===== src/rtl/shift_seq_pkg.sv =====
// Shared constants for the shift register sequencer: mode selects, command
// opcodes and FSM state encoding.
package shift_seq_pkg;

    // Per-bit mode select encoding, {sel0, sel1}
    localparam logic [1:0] MODE_HOLD = 2'b00;
    localparam logic [1:0] MODE_SHR  = 2'b01;
    localparam logic [1:0] MODE_SHL  = 2'b10;
    localparam logic [1:0] MODE_LOAD = 2'b11;

    // Command opcodes on cmd_op
    localparam logic [1:0] OP_NOP  = 2'b00;
    localparam logic [1:0] OP_SHR  = 2'b01;
    localparam logic [1:0] OP_SHL  = 2'b10;
    localparam logic [1:0] OP_LOAD = 2'b11;

    typedef enum logic [1:0] {
        ST_IDLE  = 2'b00,
        ST_LOAD  = 2'b01,
        ST_SHIFT = 2'b10,
        ST_DONE  = 2'b11
    } state_t;

endpackage


===== src/rtl/usr_bit_cell.sv =====
// One bit of the universal shift register: a flop fed by a 4:1 select
// among hold, the bit arriving on a right shift, the bit arriving on a
// left shift, and the parallel load bit.
module usr_bit_cell
    import shift_seq_pkg::*;
(
    input  logic clk,
    input  logic reset,
    input  logic sel0,
    input  logic sel1,
    input  logic shr_in,   // bit moving into this position on shift right
    input  logic shl_in,   // bit moving into this position on shift left
    input  logic par_in,   // parallel load bit
    output logic q
);

    // Select the next bit value by mode; synchronous reset clears the bit
    always_ff @(posedge clk) begin
        if (reset) begin
            q <= 1'b0;
        end else begin
            case ({sel0, sel1})
                MODE_SHR:  q <= shr_in;
                MODE_SHL:  q <= shl_in;
                MODE_LOAD: q <= par_in;
                default:   q <= q;
            endcase
        end
    end

endmodule


===== src/rtl/shift_register_sequencer.sv =====
// Command-driven controller for a WIDTH-bit universal shift register.
// Accepts one command at a time, steps the per-bit mode selects for the
// required number of cycles and pulses done when finished.
//
// Handshake: cmd_ready is high only in IDLE. A command transfers on a rising
// clk edge where cmd_valid && cmd_ready; cmd_op, cmd_count and cmd_data are
// captured on that edge and the live inputs are ignored afterwards. cmd_valid
// while cmd_ready is low has no effect.
module shift_register_sequencer
    import shift_seq_pkg::*;
#(
    parameter int WIDTH = 4,
    parameter int CNT_W = 3
) (
    input  logic             clk,
    input  logic             reset,
    input  logic             cmd_valid,
    output logic             cmd_ready,
    input  logic [1:0]       cmd_op,
    input  logic [CNT_W-1:0] cmd_count,
    input  logic [WIDTH-1:0] cmd_data,
    input  logic             ser_in_msb,
    input  logic             ser_in_lsb,
    output logic             sel0,
    output logic             sel1,
    output logic [WIDTH-1:0] q,
    output logic             busy,
    output logic             done
);

    state_t           state;
    logic [CNT_W-1:0] remaining;
    logic [1:0]       shift_mode;  // MODE_SHR or MODE_SHL for the active shift
    logic [WIDTH-1:0] data_r;      // captured parallel load value
    logic [1:0]       mode;
    logic             accept;

    assign cmd_ready = (state == ST_IDLE);
    assign accept    = cmd_valid && cmd_ready;
    assign busy      = (state == ST_LOAD) || (state == ST_SHIFT);
    assign done      = (state == ST_DONE);

    // Controller FSM: capture the command, count shift cycles, then report done
    always_ff @(posedge clk) begin
        if (reset) begin
            state      <= ST_IDLE;
            remaining  <= '0;
            shift_mode <= MODE_HOLD;
            data_r     <= '0;
        end else begin
            case (state)
                ST_IDLE: begin
                    if (accept) begin
                        data_r <= cmd_data;
                        if (cmd_op == OP_LOAD) begin
                            state <= ST_LOAD;
                        end else if ((cmd_op == OP_SHR || cmd_op == OP_SHL) &&
                                     (cmd_count != '0)) begin
                            state      <= ST_SHIFT;
                            remaining  <= cmd_count;
                            shift_mode <= (cmd_op == OP_SHR) ? MODE_SHR : MODE_SHL;
                        end else begin
                            // NOP and zero-length shifts complete immediately
                            state <= ST_DONE;
                        end
                    end
                end
                ST_LOAD: state <= ST_DONE;
                ST_SHIFT: begin
                    remaining <= remaining - CNT_W'(1);
                    if (remaining == CNT_W'(1)) begin
                        state <= ST_DONE;
                    end
                end
                default: state <= ST_IDLE;  // ST_DONE
            endcase
        end
    end

    // Mode selects come purely from the registered state
    always_comb begin
        mode = MODE_HOLD;
        case (state)
            ST_LOAD:  mode = MODE_LOAD;
            ST_SHIFT: mode = shift_mode;
            default:  mode = MODE_HOLD;
        endcase
    end

    assign sel0 = mode[1];
    assign sel1 = mode[0];

    // Register bank; the end cells take the serial inputs
    for (genvar i = 0; i < WIDTH; i++) begin : g_cell
        logic shr_src;
        logic shl_src;

        if (i == WIDTH - 1) begin : g_msb
            assign shr_src = ser_in_msb;
        end else begin : g_inner_r
            assign shr_src = q[i+1];
        end

        if (i == 0) begin : g_lsb
            assign shl_src = ser_in_lsb;
        end else begin : g_inner_l
            assign shl_src = q[i-1];
        end

        usr_bit_cell u_cell (
            .clk    (clk),
            .reset  (reset),
            .sel0   (sel0),
            .sel1   (sel1),
            .shr_in (shr_src),
            .shl_in (shl_src),
            .par_in (data_r[i]),
            .q      (q[i])
        );
    end

endmodule

===== config.mk =====
export PLATFORM = sky130hd
export DESIGN_NAME = shift_register_sequencer
export DESIGN_NICKNAME = d
export VERILOG_FILES = /design/src/rtl/shift_seq_pkg.sv /design/src/rtl/usr_bit_cell.sv /design/src/rtl/shift_register_sequencer.sv
export SDC_FILE = /design/constraint.sdc
export NUM_CORES = 1
export LEC_CHECK = 0
export CORE_MARGIN = 4
export CORE_UTILIZATION = 48
export DETAILED_ROUTE_END_ITERATION = 6
export HOLD_SLACK_MARGIN = 0.1
export PLACE_DENSITY_LB_ADDON = 0.3
export SETUP_SLACK_MARGIN = 0.3
export SLEW_MARGIN = 20
export SYNTH_ARGS = -nofsm -noshare
export SYNTH_HDL_FRONTEND = slang
export SYNTH_SLANG_ARGS = --single-unit

===== constraint.sdc =====
create_clock -name clk -period 1.95 [get_ports clk]
set_clock_uncertainty 0.1 [all_clocks]
set_input_delay 0.195 -clock clk [delete_from_list [all_inputs] [get_ports clk]]
set_output_delay 0.195 -clock clk [all_outputs]
set_load 0.02 [all_outputs]

# [Word-level counts from Yosys, hierarchy flattened]
# Cells that the tools add are included.
[classes] add_sub_neg=1 mux=15 bitwise=1 eq_ne=14 reduce_logical=12
[ops] operator="2-bit equality test, second input constant" count=6
[ops] operator="1-bit case mux with 3 select lines" count=4
[ops] operator="3-bit 2-to-1 mux" count=3
[ops] operator="2-bit 2-to-1 mux" count=4
[ops] operator="4-bit AND reduction" count=2
[ops] operator="2-bit by 1-bit equality test with 1-bit output, second input constant" count=3
[ops] operator="2-bit by 1-bit != test with 1-bit output, second input constant" count=3
[ops] operator="2-bit case mux with 3 select lines" count=1
[ops] operator="3-bit case mux with 2 select lines" count=1
[ops] operator="3-bit nonzero test" count=2
[ops] operator="2-bit case mux with 2 select lines" count=1
[ops] operator="2-bit AND reduction" count=2
[ops] operator="3-bit by 1-bit equality test with 1-bit output, second input constant" count=1
[ops] operator="3-bit by 1-bit subtractor with 3-bit output, second input constant" count=1
[ops] operator="1-bit logical AND" count=2
[ops] operator="2-bit zero test" count=1
[ops] operator="1-bit logical OR" count=2
[ops] operator="2-bit != test, second input constant" count=1
[ops] operator="2-bit nonzero test" count=1
[ops] operator="1-bit 2-to-1 mux" count=1
[ops] operator="1-bit NOT" count=1
[totals] input_bits=14 reg_bits=15

# [Logic depth before layout (Yosys ltp)]
[logic_depth] word_depth=7 ltp_mapped=7

# [By module]
# Synthesis repeated with hierarchy kept, for this count alone.
[hier_totals] hier_cells=98 hier_area_um2=927.1
[by_module_without_submodules] module="shift_register_sequencer" n_inst=1 area_per_inst_um2=701.9 seq_area_each_um2=220.2 cells_each=86
[by_module_without_submodules] module="usr_bit_cell" n_inst=4 area_per_inst_um2=56.3 seq_area_each_um2=20.0 cells_each=3

# [Least setup slack after synthesis]
# OpenSTA, ideal clock, no wires.
[synth_path] path_kind="register to register" from="register state[0]" to="register remaining[0]" synth_period_minus_slack_ns=1.938 arrival_ns=1.769 setup_slack_ns=0.012 path_stages_with_launch=8 cell_sequence="dfxtp_1 > inv_1 > ha_1 > buf_4 > nand2_2 > o32a_4 > or3_1 > a21oi_1"
[synth_between] elab_chain_cells=4
[synth_lines] element="start, declared" line_no="shift_register_sequencer.sv:31" rtl="state_t state;"
[synth_lines] element="start signal, assigned" line_no="shift_register_sequencer.sv:46" rtl="state <= ST_IDLE;"
[synth_lines] element="start signal, assigned" line_no="shift_register_sequencer.sv:56" rtl="state <= ST_LOAD;"
[synth_lines] element="start signal, assigned" line_no="shift_register_sequencer.sv:59" rtl="state <= ST_SHIFT;"
[synth_lines] element="2-bit zero test *" line_no="shift_register_sequencer.sv:38" rtl="assign cmd_ready = (state == ST_IDLE);"
[synth_lines] element="via cmd_ready" line_no="shift_register_sequencer.sv:18" rtl="output logic cmd_ready,"
[synth_lines] element="1-bit logical AND" line_no="shift_register_sequencer.sv:39" rtl="assign accept = cmd_valid && cmd_ready;"
[synth_lines] element="2-bit by 1-bit != test with 1-bit output (no source line)"
[synth_lines] element="4-bit AND reduction (no source line)"
[synth_lines] element="end signal, assigned" line_no="shift_register_sequencer.sv:60" rtl="remaining <= cmd_count;"
[synth_lines] element="end signal, assigned" line_no="shift_register_sequencer.sv:70" rtl="remaining <= remaining - CNT_W'(1);"
[synth_lines] element="end, declared" line_no="shift_register_sequencer.sv:32" rtl="logic [CNT_W-1:0] remaining;"
# Mark *: on every way through the listed nets, which the timed path passes. The rest lies on a longest branch.
# A chain may end at the register's enable or synchronous reset.

# [Worst setup path in the final report]
[layout_path] from="register state[1]" to="register g_cell[0].u_cell.q"
[layout_between] elab_chain_cells=4
[layout_lines] element="2-bit equality test / 2-bit by 1-bit equality test with 1-bit output (equally long branches)" line_no="shift_register_sequencer.sv:83" rtl="case (state)"
[layout_lines] element="2-bit case mux with 2 select lines *" line_no="shift_register_sequencer.sv:83"
[layout_lines] element="2-bit equality test / 2-bit by 1-bit equality test with 1-bit output (equally long branches)" line_no="usr_bit_cell.sv:22" rtl="case ({sel0, sel1})"
[layout_lines] element="1-bit case mux with 3 select lines / 3-bit nonzero test (equally long branches)"
[layout_lines] element="end signal, assigned" line_no="usr_bit_cell.sv:23" rtl="MODE_SHR: q <= shr_in;"
[layout_lines] element="end signal, assigned" line_no="usr_bit_cell.sv:24" rtl="MODE_SHL: q <= shl_in;"
[layout_lines] element="end signal, assigned" line_no="usr_bit_cell.sv:25" rtl="MODE_LOAD: q <= par_in;"
[layout_lines] element="end, declared" line_no="usr_bit_cell.sv:14" rtl="output logic q"
# Every way passes the cells marked *; elsewhere a longest branch is shown, timed or not.

==> impl_metrics.xml <==
<?xml version="1.0" encoding="UTF-8"?>
<metrics>
  <group name="sta">
    <metric name="final_max_slew_viol_count" unit="">0</metric>
    <metric name="maxSlewHeadroom" unit="">0.614</metric>
    <metric name="tightest_slew" unit="ns">0.575</metric>
    <metric name="fin_crit_sh" unit="">0.922</metric>
    <metric name="grt_setup_unrepaired" unit="">true</metric>
    <metric name="fmaxAchievable" unit="MHz">556</metric>
    <metric name="hold_violations" unit="">0</metric>
    <metric name="finalCriticalPeriod" unit="ns">1.80</metric>
    <metric name="fin_worst_hold_slack" unit="ns">0.285</metric>
    <metric name="setup-violations-final" unit="">0</metric>
  </group>
  <group name="critical_path">
    <metric name="timing.critical_path.slowest_stage_cell" unit="">dfxtp_4</metric>
    <metric name="worst_path_largest_cell_delay" unit="ns">0.38</metric>
    <metric name="timing.critical_path.to_type" unit="">flip-flop</metric>
    <metric name="worstPathRequired" unit="ns">2.05</metric>
    <metric name="cp_cell_sequence" unit="">inv_4, ha_4, inv_1, nor4b_4, a22oi_1, a211oi_1</metric>
    <metric name="setup.worst_path.class" unit="">flip-flop to flip-flop</metric>
    <metric name="crit_fanout" unit="">5</metric>
    <metric name="startpoint_kind_of_the_worst_setup_timing_path" unit="">flip-flop</metric>
    <metric name="arr_time_crit_path" unit="ns">1.89</metric>
    <metric name="cpLargestDelayFamily" unit="">compound AO/OA/AOI/OAI gates</metric>
    <metric name="critical_path_buf_inv_count" unit="">2</metric>
  </group>
  <group name="layout">
    <metric name="diodes" unit="">0</metric>
    <metric name="drive_above_1_share" unit="">0.338</metric>
    <metric name="final_nets" unit="">171</metric>
    <metric name="final-seq-area" unit="sq um">308</metric>
    <metric name="multi_input_comb_area" unit="sq um">632</metric>
    <metric name="fillers" unit="">113</metric>
    <metric name="layout-area-overhead-vs-synth" unit="%">51.4</metric>
    <metric name="final_cell_count_no_fill" unit="">173</metric>
    <metric name="final_area" unit="sq um">1410</metric>
    <metric name="utilization" unit="">0.789</metric>
  </group>
  <group name="synth">
    <metric name="synth-edff-count" unit="">0</metric>
    <metric name="postSynthCellCount" unit="">112</metric>
    <metric name="seq_area_frac_synth" unit="">0.323</metric>
    <metric name="synth.net_count" unit="">134</metric>
    <metric name="asyncSetResetFlopFracSynth" unit="">0</metric>
    <metric name="synthesized_area_per_cell" unit="sq um">8.30</metric>
    <metric name="syn_area" unit="sq um">930</metric>
    <metric name="yosys_warnings" unit="">0</metric>
    <metric name="ys_ff_latch" unit="">15</metric>
    <metric name="synth.lib_cells_used.distinct" unit="">33</metric>
    <metric name="synth_top_flop_cell" unit="">dfxtp_1</metric>
  </group>
  <group name="floorplan">
    <metric name="die_y" unit="um">52.0</metric>
    <metric name="fp.dieArea" unit="sq um">2710</metric>
    <metric name="floorplan.rows" unit="">15</metric>
    <metric name="core" unit="sq um">1780</metric>
    <metric name="die_w" unit="um">52.0</metric>
    <metric name="io_pins" unit="">23</metric>
    <metric name="floorplan.initialDensity" unit="">0.521</metric>
  </group>
  <group name="global_route">
    <metric name="grtUsageTotal" unit="">0.179</metric>
    <metric name="first_global_vias" unit="">834</metric>
    <metric name="grt_start_max_net_pins" unit="">11</metric>
    <metric name="grt_pass1_wl" unit="mm">3.57</metric>
    <metric name="number_of_antenna_violations_at_the_first_check_in_global_routing" unit="">0</metric>
    <metric name="grt-ovfl-total" unit="">0</metric>
  </group>
  <group name="place">
    <metric name="placed_cells_incl_taps" unit="">158</metric>
    <metric name="detailedPlacementHpwl" unit="mm">1.60</metric>
    <metric name="io_buffers" unit="">22</metric>
    <metric name="gp_routability_congestion" unit="">0.796</metric>
    <metric name="placed_cell_area" unit="sq um">1180</metric>
  </group>
  <group name="detailed_routing">
    <metric name="dr.pass1.iters" unit="">4</metric>
    <metric name="detailedRoute.firstIterationViolations" unit="">42</metric>
    <metric name="antenna_violating_nets_post_route" unit="">0</metric>
    <metric name="detailroute.wirelength.met2" unit="mm">1.40</metric>
    <metric name="totalWireLength" unit="mm">2.75</metric>
    <metric name="drc_errors" unit="">0</metric>
    <metric name="detailroute.wirelength.met3" unit="um">227</metric>
    <metric name="avgViaCountPerCell" unit="">5.68</metric>
    <metric name="dr_total_vias" unit="">982</metric>
    <metric name="m1WireLength" unit="mm">1.04</metric>
    <metric name="routedWlPerCell" unit="um">15.9</metric>
    <metric name="highest-signal-layer" unit="">met4</metric>
  </group>
  <group name="clock_network">
    <metric name="cts_made_buffers" unit="">3</metric>
    <metric name="clock_sinks" unit="">15</metric>
    <metric name="clk_root_buffer_cell" unit="">clkbuf_4</metric>
    <metric name="tritoncts_clock_tree" unit="">done</metric>
    <metric name="max-clock-path-buffers" unit="">2</metric>
    <metric name="clk_latency" unit="ns">0.30</metric>
    <metric name="htree_levels" unit="">1</metric>
    <metric name="clk_pin_slew_worst_paths" unit="ns">0.10</metric>
  </group>
  <group name="power_and_ir_drop">
    <metric name="vdd.ir_drop.worst" unit="mV">0.671</metric>
    <metric name="cellPowerDensity" unit="nW/um^2">1230</metric>
    <metric name="power.leakage" unit="nW">0.563</metric>
  </group>
  <group name="hold_path">
    <metric name="min-delay-path-class" unit="">input pin to flip-flop</metric>
  </group>
  <group name="outcome">
    <metric name="run_status" unit="">finished clean</metric>
  </group>
  <group name="flow_run">
    <metric name="max-cap-violations" unit="">0</metric>
  </group>
</metrics>
sequential cells by signal, summed over array words and instances (netlist names):
register         flops
data_r               4
g_cell.u_cell.q      4
remaining            3
shift_mode           2
state                2
worst paths after layout:
path                             startpoint                         endpoint  slack [ns]  depth (start not counted)
setup / recovery      state[1]$_SDFFE_PP0P_  g_cell[0].u_cell.q$_SDFFE_PP0P_        0.15                          6
hold / removal                    cmd_op[0]       shift_mode[1]$_SDFFE_PP0P_        0.28                          3
setup reg to reg      state[1]$_SDFFE_PP0P_  g_cell[0].u_cell.q$_SDFFE_PP0P_        0.15                          6
hold reg to reg   remaining[1]$_SDFFE_PP0P_        remaining[1]$_SDFFE_PP0P_        0.38                          2
worst register-to-register path, cell delays in order (launching register included):
cell      delay [ns]
dfxtp_4         0.38
inv_4           0.05
ha_4            0.29
inv_1           0.12
nor4b_4         0.31
a22oi_1         0.15
a211oi_1        0.31
layout by cell type (no fill, tap or decap), drive strengths merged, types with 3 or more instances in the layout:
master,synthesis,layout
a22oi,4,4
nand2,10,10
dlygate4sd2,0,5
a211oi,3,3
dfxtp,15,15
clkdlybuf4s50,0,15
nand3,5,5
ha,8,8
inv,11,11
buf,5,19
o21ai,7,7
clkbuf,2,3
nor2,8,8
a21oi,12,12
what timing repair did:
| item | CTS | global route |
|---|---|---|
| setup buffers | 8 | 3 |
| resized for setup | 22 | 22 |
| hold buffers | 0 | 0 |
| endpoints found under the setup margin | 16 | 12 |
| pin swaps | 8 | 10 |
synthesized netlist by cell type (all sizes together), types with 3 or more instances:
cell type,number,area share
o21ai,7,0.038
nand3,5,0.027
inv,11,0.044
dfxtp,15,0.32
buf,5,0.040
a22oi,4,0.032
a21oi,12,0.065
ha,8,0.11
nor2,8,0.032
nand2,10,0.043
a211oi,3,0.024
layout make-up:
cell class	count	share of cell area
Clock buffer	3	0.0160
Clock inverter	1	0.00356
Inverter	11	0.0311
Multi-Input combinational cell	79	0.449
Sequential cell	15	0.219
Tap cell	25	0.0222
Timing Repair Buffer	39	0.260
through the flow:
| step | TNS (ns) | total power, W | setup slack, ns |
|---|---|---|---|
| floorplan | 0 | 0.00101 | 0.303 |
| global placement | -0.508 | 0.00118 | -0.210 |
| detailed placement | -0.766 | 0.00120 | -0.251 |
| CTS | 0 | 0.00153 | 0.146 |
| global route | 0 | 0.00184 | 0.0785 |
| finish | 0 | 0.00173 | 0.153 |
report_power, final:
part           internal, W  switching (W)
combinational     0.000533       0.000557
sequential        0.000388      0.0000634
clock            0.0000766       0.000113
per-layer routing:
metal,track usage,vias up
met5,0,-
met4,0.0786,0
met3,0.0344,9
met2,0.316,57
met1,0.206,452
li1,-,464
cell families (layout without fill, tap and decap cells):
family / count (synthesis) / count (layout) / share of synthesized area
AOI/OAI and AO/OA: 35 / 35 / 0.253
adders and majority gates: 8 / 8 / 0.108
buffers and inverters: 18 / 54 / 0.114
DFF: 15 / 15 / 0.323
muxes: 1 / 1 / 0.0108
and+or+nand+nor: 35 / 35 / 0.191
Power figures use the tool's default switching activity.
